File: src/rtl/fifo_stream_reader_if.sv
// Handshake bundle between the show-ahead FIFO, the stream reader and the downstream sink.
// The master modport is the reader; the slave modport is the FIFO/sink side.
interface fifo_stream_reader_if #(
  parameter int DATA_WIDTH = 8
) ();
  logic                  fifo_empty;
  logic [DATA_WIDTH-1:0] fifo_data;
  logic                  fifo_rd_en;
  logic                  out_valid;
  logic                  out_ready;
  logic [DATA_WIDTH-1:0] out_data;
  logic                  out_last;

  modport master (
    input  fifo_empty, fifo_data, out_ready,
    output fifo_rd_en, out_valid, out_data, out_last
  );

  modport slave (
    output fifo_empty, fifo_data, out_ready,
    input  fifo_rd_en, out_valid, out_data, out_last
  );
endinterface

File: src/rtl/fifo_stream_reader.sv
// Pops words from a show-ahead FIFO into a hold/output pipeline and packetizes them,
// closing a packet after PKT_LEN words or after TIMEOUT idle cycles with a word held.
module fifo_stream_reader #(
  parameter int DATA_WIDTH = 8,
  parameter int PKT_LEN    = 4,
  parameter int TIMEOUT    = 8
) (
  input  logic                  clk,
  input  logic                  reset,
  input  logic                  enable,
  fifo_stream_reader_if.master  bus,
  output logic [15:0]           pkt_count
);

  typedef enum logic [0:0] {
    ST_EMPTY = 1'b0,
    ST_HOLD  = 1'b1
  } state_e;

  localparam logic [7:0] LAST_IDX = 8'(PKT_LEN - 1);
  localparam logic [7:0] IDLE_MAX = 8'(TIMEOUT - 1);

  state_e                state_q, state_d;
  logic [DATA_WIDTH-1:0] hold_data_q, hold_data_d;
  logic [7:0]            widx_q, widx_d;
  logic [7:0]            idle_cnt_q, idle_cnt_d;
  logic                  out_valid_q, out_valid_d;
  logic [DATA_WIDTH-1:0] out_data_q, out_data_d;
  logic                  out_last_q, out_last_d;
  logic [15:0]           pkt_count_q, pkt_count_d;

  logic out_free_s;
  logic pop_s;
  logic at_last_s;
  logic flush_s;

  // Pop/flush decisions, next-state for the hold stage, output stage and packet counter.
  always_comb begin
    out_free_s  = !out_valid_q || bus.out_ready;
    pop_s       = !reset && enable && !bus.fifo_empty &&
                  ((state_q == ST_EMPTY) || out_free_s);
    at_last_s   = (widx_q == LAST_IDX);
    // A flush only happens when the pop path is idle, so a pop always wins.
    flush_s     = (state_q == ST_HOLD) && out_free_s && !pop_s &&
                  (at_last_s || (idle_cnt_q == IDLE_MAX));

    state_d     = state_q;
    hold_data_d = hold_data_q;
    widx_d      = widx_q;
    idle_cnt_d  = idle_cnt_q;
    out_valid_d = out_valid_q;
    out_data_d  = out_data_q;
    out_last_d  = out_last_q;
    pkt_count_d = pkt_count_q;

    case (state_q)
      ST_EMPTY: begin
        if (pop_s) begin
          state_d     = ST_HOLD;
          hold_data_d = bus.fifo_data;
          widx_d      = 8'd0;
          idle_cnt_d  = 8'd0;
        end else begin
          state_d     = ST_EMPTY;
        end
      end
      ST_HOLD: begin
        if (pop_s) begin
          hold_data_d = bus.fifo_data;
          widx_d      = at_last_s ? 8'd0 : (widx_q + 8'd1);
          idle_cnt_d  = 8'd0;
        end else if (flush_s) begin
          state_d     = ST_EMPTY;
          widx_d      = 8'd0;
          idle_cnt_d  = 8'd0;
        end else if (idle_cnt_q != IDLE_MAX) begin
          idle_cnt_d  = idle_cnt_q + 8'd1;
        end else begin
          idle_cnt_d  = idle_cnt_q;
        end
      end
      default: begin
        state_d = ST_EMPTY;
      end
    endcase

    if (out_free_s) begin
      if ((state_q == ST_HOLD) && (pop_s || flush_s)) begin
        out_valid_d = 1'b1;
        out_data_d  = hold_data_q;
        out_last_d  = flush_s || at_last_s;
      end else begin
        out_valid_d = 1'b0;
        out_last_d  = 1'b0;
      end
    end else begin
      out_valid_d = out_valid_q;
    end

    if (out_valid_q && bus.out_ready && out_last_q) begin
      pkt_count_d = pkt_count_q + 16'd1;
    end else begin
      pkt_count_d = pkt_count_q;
    end
  end

  // State registers with asynchronous active-high reset.
  always_ff @(posedge clk or posedge reset) begin
    if (reset) begin
      state_q     <= ST_EMPTY;
      hold_data_q <= '0;
      widx_q      <= 8'd0;
      idle_cnt_q  <= 8'd0;
      out_valid_q <= 1'b0;
      out_data_q  <= '0;
      out_last_q  <= 1'b0;
      pkt_count_q <= 16'd0;
    end else begin
      state_q     <= state_d;
      hold_data_q <= hold_data_d;
      widx_q      <= widx_d;
      idle_cnt_q  <= idle_cnt_d;
      out_valid_q <= out_valid_d;
      out_data_q  <= out_data_d;
      out_last_q  <= out_last_d;
      pkt_count_q <= pkt_count_d;
    end
  end

  assign bus.fifo_rd_en = pop_s;
  assign bus.out_valid  = out_valid_q;
  assign bus.out_data   = out_data_q;
  assign bus.out_last   = out_last_q;
  assign pkt_count      = pkt_count_q;

endmodule

File: src/flat_wrapper.sv
// flat-port wrapper written by rule: the top's interface ports become plain ports
module fifo_stream_reader_flat 
#(
  parameter int DATA_WIDTH = 8,
  parameter int PKT_LEN    = 4,
  parameter int TIMEOUT    = 8
)
  (clk, reset, enable, pkt_count, bus_fifo_empty, bus_fifo_data, bus_out_ready, bus_fifo_rd_en, bus_out_valid, bus_out_data, bus_out_last);
  fifo_stream_reader_if #(.DATA_WIDTH(DATA_WIDTH)) bus_i ();
  input  logic clk;
  input  logic reset;
  input  logic enable;
  output logic [15:0] pkt_count;
  input wire logic [$bits(bus_i.fifo_empty)-1:0] bus_fifo_empty;
  input wire logic [$bits(bus_i.fifo_data)-1:0] bus_fifo_data;
  input wire logic [$bits(bus_i.out_ready)-1:0] bus_out_ready;
  output wire logic [$bits(bus_i.fifo_rd_en)-1:0] bus_fifo_rd_en;
  output wire logic [$bits(bus_i.out_valid)-1:0] bus_out_valid;
  output wire logic [$bits(bus_i.out_data)-1:0] bus_out_data;
  output wire logic [$bits(bus_i.out_last)-1:0] bus_out_last;
  assign bus_i.fifo_empty = bus_fifo_empty;
  assign bus_i.fifo_data = bus_fifo_data;
  assign bus_i.out_ready = bus_out_ready;
  assign bus_fifo_rd_en = bus_i.fifo_rd_en;
  assign bus_out_valid = bus_i.out_valid;
  assign bus_out_data = bus_i.out_data;
  assign bus_out_last = bus_i.out_last;
  fifo_stream_reader #(.DATA_WIDTH(DATA_WIDTH), .PKT_LEN(PKT_LEN), .TIMEOUT(TIMEOUT)) u_core (.clk(clk), .reset(reset), .enable(enable), .bus(bus_i), .pkt_count(pkt_count));
endmodule
File: config.mk
export PLATFORM = sky130hd
export DESIGN_NAME = fifo_stream_reader_flat
export DESIGN_NICKNAME = d
export VERILOG_FILES = /design/src/rtl/fifo_stream_reader_if.sv /design/src/rtl/fifo_stream_reader.sv /design/src/flat_wrapper.sv
export SDC_FILE = /design/constraint.sdc
export NUM_CORES = 1
export LEC_CHECK = 0
export CAP_MARGIN = 40
export CORE_ASPECT_RATIO = 1.25
export CORE_UTILIZATION = 47
export DETAILED_ROUTE_END_ITERATION = 10
export PLACE_DENSITY = 0.75
export SYNTH_ARGS = -nofsm -noshare
export SYNTH_HDL_FRONTEND = slang
export SYNTH_SLANG_ARGS = --single-unit
File: constraint.sdc
create_clock -name clk -period 2.12 [get_ports clk]
set_clock_uncertainty 0.2 [all_clocks]
set_input_delay 0.318 -clock clk [delete_from_list [all_inputs] [get_ports clk]]
set_output_delay 0.318 -clock clk [all_outputs]
set_load 0.02 [all_outputs]
; After elaboration in Yosys (flattened, before gate mapping)
; Cells that the tools add are included.
[op_classes]
add_sub_neg = 3
n_mul = 0
div_mod_pow = 0
order_cmp = 0
n_eq_ne = 6
n_shift = 0
muxes = 16
bitwise = 1
reduce_logical = 21
[ops]
columns = cell, n
row1 = $mux W8, 8
row2 = $pmux W8 S2, 2
row3 = $add A16 B1 Y16 const B, 1
row4 = $add A8 B1 Y8 const B, 2
row5 = $logic_and A1 B1 Y1, 9
row6 = $eq A8 B2 Y1 const B, 1
row7 = $eq A8 B3 Y1 const B, 1
row8 = $ne A8 B3 Y1 const B, 1
row9 = $reduce_and A2 Y1, 3
row10 = $logic_or A1 B1 Y1, 5
row11 = $mux W1, 5
row12 = $logic_not A1 Y1, 4
row13 = $ne A4 B4 Y1 const B, 1
row14 = $ne A3 B3 Y1 const B, 1
row15 = $ne A2 B2 Y1 const B, 1
row16 = $pmux W1 S2, 1
row17 = $not A1 Y1, 1
[word_totals]
regBits = 51
latchBits = 0
ramBits = 0
mem_bits_ro = 0
in_bits = 13
out_inout_bits = 27
n_memories = 0

; Depth between registers and ports, before layout
[logic_depth]
ltp_word = 10
mapped_depth = 7
ltp_nobuf = 6

; Least setup slack after synthesis
; OpenSTA, ideal clock, no wires.
[synth_path]
path_kind = reg2reg
from = register u_core.widx_q[0]
to = register u_core.out_data_q[0], in the netlist u_core.bus.out_data[0]
setup_time_ns = 0.125
arrival_ns = 2.001
setup_slack_ns = -0.206
stages_incl_launch_ff = 7
path_buffers = 0
period_less_slack_ns = 2.326
cell_sequence = dfrtp_1 -> ha_1 -> or4b_1 -> nor4_4 -> nor2_2 -> a21oi_4 -> mux2_2
[synth_via]
elab_chain_cells = 6
[synth_lines]
columns = item, line_no
row1 = from (decl), fifo_stream_reader.sv:25  ; logic [7:0] widx_q, widx_d;
row2 = from (signal assigned), fifo_stream_reader.sv:121  ; widx_q <= widx_d;
row3 = $eq A8 B2 Y1, fifo_stream_reader.sv:42  ; at_last_s = (widx_q == LAST_IDX);
row4 = $logic_or A1 B1 Y1, fifo_stream_reader.sv:45  ; (at_last_s || (idle_cnt_q == IDLE_MAX));
row5 = $logic_and A1 B1 Y1, fifo_stream_reader.sv:44  ; flush_s = (state_q == ST_HOLD) && out_free_s && !pop_s &&
row6 = $logic_or A1 B1 Y1, fifo_stream_reader.sv:88  ; if ((state_q == ST_HOLD) && (pop_s || flush_s)) begin
row7 = $logic_and A1 B1 Y1, fifo_stream_reader.sv:88
row8 = $reduce_and A2 Y1 (no source line), -
row9 = to (signal assigned), fifo_stream_reader.sv:124  ; out_data_q <= out_data_d;
row10 = to (decl), fifo_stream_reader.sv:28  ; logic [DATA_WIDTH-1:0] out_data_q, out_data_d;
; No other way between the ends.
; A chain may end at the register's enable or synchronous reset.

; Worst setup path in the final report
[layout_path]
from = register u_core.widx_q[0]
to = register u_core.idle_cnt_q[7]
[layout_via]
elab_chain_cells = 6
[layout_lines]
columns = item, line_no
row1 = $eq A8 B2 Y1 *, fifo_stream_reader.sv:42
row2 = $logic_or A1 B1 Y1 *, fifo_stream_reader.sv:45
row3 = $logic_and A1 B1 Y1 *, fifo_stream_reader.sv:44
row4 = $mux W8, fifo_stream_reader.sv:72  ; end else if (flush_s) begin
row5 = $mux W8, fifo_stream_reader.sv:68  ; if (pop_s) begin
row6 = $pmux W8 S2, fifo_stream_reader.sv:56  ; case (state_q)
row7 = to (signal assigned), fifo_stream_reader.sv:122  ; idle_cnt_q <= idle_cnt_d;
row8 = to (decl), fifo_stream_reader.sv:26  ; logic [7:0] idle_cnt_q, idle_cnt_d;
; Every way passes the cells marked *; elsewhere a longest branch is shown, timed or not.

==> load_flow_metrics.sql <==
INSERT INTO impl_metrics (metric_group, metric, value, unit) VALUES
('route', 'top_layer', 'met4', ''),
('logic_synthesis', 'synth_sequential_area_ratio', '0.545', ''),
('route', 'drt.antenna.violating_nets', '0', ''),
('job', 'max-cap-violations', '0', ''),
('worst_setup_path', 'reg2reg_depth', '8', ''),
('floorplan', 'io_pins', '40', ''),
('grt', 'initial_antenna_violation_count', '0', ''),
('clocking', 'tritoncts_num_sinks', '51', ''),
('floorplan', 'core_area', '4760', 'um2'),
('grt', 'overflow', '0', ''),
('worst_setup_path', 'worst_setup_path_end_kind', 'flop', ''),
('layout', 'layoutNonFillerInstCount', '356', ''),
('route', 'drt_first_pass_iters', '4', ''),
('route', 'detailroute.via_count', '1874', ''),
('layout', 'seqCellArea', '1280', 'um2'),
('route', 'route.layer.met1.wl', '2.17', 'mm'),
('placed_design', 'dp_hpwl', '3.50', 'mm'),
('layout', 'post_route_standard_cell_area_excluding_fillers', '3320', 'um2'),
('layout', 'filler_cell_count', '374', ''),
('grt', 'maximum_number_of_pins_on_one_net_before_global_route_repair', '22', ''),
('route', 'finalWirelength', '5.12', 'mm'),
('worst_setup_path', 'worst_path_arrival_time', '2.32', 'ns'),
('route', 'initialDrtViolationCount', '60', ''),
('floorplan', 'initial_utilization', '0.492', ''),
('logic_synthesis', 'synth_area', '2340', 'um2'),
('clocking', 'cts_hold_bufs', '0', ''),
('route', 'wl_met2', '2.65', 'mm'),
('power', 'pwr_density_cell', '945', 'nW/um2'),
('layout', 'layout_cell_share_with_drive_strength_beyond_1', '0.257', ''),
('route', 'wl_per_cell', '14.4', 'um'),
('grt', 'vias_in_the_first_global_route', '1941', ''),
('logic_synthesis', 'synth.lib_cells_used.distinct', '43', ''),
('layout', 'antenna_cells', '0', ''),
('layout', 'layout_commonest_cell', 'dfrtp_1', ''),
('floorplan', 'die_h', '80.9', 'um'),
('logic_synthesis', 'muxShareOfSynthArea', '0.0475', ''),
('timing', 'worst_pin_slew', '0.405', 'ns'),
('timing', 'max_clock_freq', '0.429', 'GHz'),
('logic_synthesis', 'synth_xor_xnor_area_share', '0.0785', ''),
('timing', 'final_number_of_setup_violating_endpoints', '24', ''),
('clocking', 'cts.root.buffer_cell', 'clkbuf_8', ''),
('route', 'detail_route.drc_violations', '0', ''),
('worst_setup_path', 'critPathMaxFanout', '4', ''),
('timing', 'hold_viol', '0', ''),
('clocking', 'clk_path_buf_depth', '2', ''),
('layout', 'final_core_utilization', '0.696', ''),
('run_status', 'run_status', 'complete, but fails checks', ''),
('power', 'ir_worst_vdd', '0.827', 'mV'),
('layout', 'most-common-layout-cells', '51 x dfrtp_1, 38 x clkdlybuf4s50_1, 37 x nand2_1, 26 x buf_4, 12 x nand3_1', ''),
('floorplan', 'die_width', '65.2', 'um'),
('logic_synthesis', 'synth_area_per_cell', '10.8', 'um2'),
('worst_setup_path', 'critical_path.startpoint_type', 'flop', ''),
('run_status', 'violations', 'setup timing', ''),
('grt', 'overall_routing_resource_usage', '0.218', ''),
('power', 'power.static_leakage', '1.55', 'nW'),
('layout', 'layout-area-overhead-vs-synth', '41.5', '%'),
('grt', 'grt_first_pass_wirelength', '8.89', 'mm'),
('placed_design', 'numPlacedInstances', '342', ''),
('timing', 'rsz0062_at_grt', 'yes', ''),
('timing', 'post-route-period-util', '1.10', ''),
('logic_synthesis', 'post_synth_and_or_nand_nor_area_fraction', '0.214', ''),
('clocking', 'cts-buffers-inserted', '5', ''),
('route', 'via_per_inst', '5.26', ''),
('placed_design', 'port_buffers', '39', ''),
('placed_design', 'detailed_place.area', '3070', 'um2'),
('timing', 'setup-tns-final', '-4.25', 'ns'),
('clocking', 'skew_pair_late_insertion_delay', '0.30', 'ns'),
('timing', 'final.setup.worst_slack', '-0.213', 'ns'),
('route', 'wl_met3', '169', 'um'),
('clocking', 'cts-htree-levels', '2', ''),
('floorplan', 'placementRows', '28', '');
-- what timing repair did --
item / CTS / global route
pin swaps: 3 / 2
gates resized for setup: 23 / 5
setup buffers: 5 / 1
endpoints found under the setup margin: 25 / 26
-- registers in the layout, indices dropped and copies added (netlist names) --
register / count
u_core.bus.out_valid: 1
u_core.idle_cnt_q: 8
u_core.state_q: 1
u_core.widx_q: 8
u_core.bus.out_data: 8
u_core.pkt_count: 16
u_core.bus.out_last: 1
u_core.hold_data_q: 8
-- final cells by class --
type	count	share of cell area
flip-flops and latches	51	0.385
multi-input cells	159	0.338
repair buffers	76	0.222
clock buffers	6	0.0249
well taps	60	0.0226
clock inverters	2	0.00490
inverters	2	0.00226
-- worst max-delay path, cell delays in order, from the launching register on --
cell,delay (ns)
dfrtp_1,0.36
ha_2,0.18
or4b_4,0.48
nor4_4,0.26
nor2_4,0.10
o31ai_4,0.35
buf_6,0.16
buf_6,0.10
a21oi_2,0.03
-- through the flow --
stage	hold slack, ns	total power, mW	setup WS, ns
after detailed placement	0.260	2.42	-0.528
after global placement	0.252	2.39	-0.529
after CTS	0.251	3.13	-0.162
after floorplan	0.223	1.93	-0.171
after global routing	0.272	3.31	-0.312
final	0.239	3.13	-0.213
-- logic make-up (layout without fill, tap and decap cells) --
logic type      after synthesis  in the layout
flops                        51             51
xor+xnor                     21             21
compound gates               30             30
mux                          10             10
simple gates                 95             95
fa+ha+maj                     3              3
buf+inv                       7             86
-- final timing paths --
check / slack (ns) / startpoint / end
setup / recovery: -0.21 / u_core.widx_q[0] / u_core.idle_cnt_q[7]
setup reg to reg: -0.21 / u_core.widx_q[0] / u_core.idle_cnt_q[7]
min in group clk: 0.27 / u_core.pkt_count[15] / u_core.pkt_count[15]
hold reg to reg: 0.27 / u_core.pkt_count[15] / u_core.pkt_count[15]
max in group asynchronous: 1.05 / reset / u_core.bus.out_data[4]
hold / removal: 0.24 / reset / u_core.pkt_count[11]
-- synth_stat cells (all sizes together) --
cell type  count  area (um2)
nand3         12        60.1
a21oi         11        66.3
dfrtp         51        1280
a22o           3        26.3
mux2i          1        10.0
o31a           1        8.76
o31ai          1        12.5
or2            1        6.26
buf            1        7.51
clkinv         1        3.75
a211o          1        8.76
a21o           1        7.51
nand2         37         139
nor3b          2        15.0
clkbuf         4        15.0
nor3           3        25.0
or3b           1        8.76
nor4           2        27.5
xor2          10        87.6
or4b           1        10.0
a21boi         1        7.51
o21bai         1        7.51
nand4b         1        8.76
and4           4        35.0
nor2b          1        6.26
xnor2         11        96.3
or4            1        7.51
nand3b         2        15.0
ha             3        37.5
nand2b         3        18.8
mux2           9         101
or3            1        6.26
and3           6        37.5
and2           3        18.8
o21ai          5        25.0
nor2          14        55.1
a31oi          3        18.8
inv            1        3.75
a22oi          2        15.0
-- power by group --
| group | total [mW] | internal [mW] | switching, mW |
|---|---|---|---|
| Sequential | 1.32 | 1.17 | 0.147 |
| Combinational | 1.22 | 0.644 | 0.574 |
| Clock | 0.593 | 0.267 | 0.326 |
-- metal layers --
metal / track usage / vias to the layer above
met4: 0.0957 / 0
met2: 0.371 / 48
met1: 0.271 / 903
met3: 0.0393 / 14
met5: 0 / -
li1: - / 909
No activity file was read; power rests on OpenSTA's default activity.
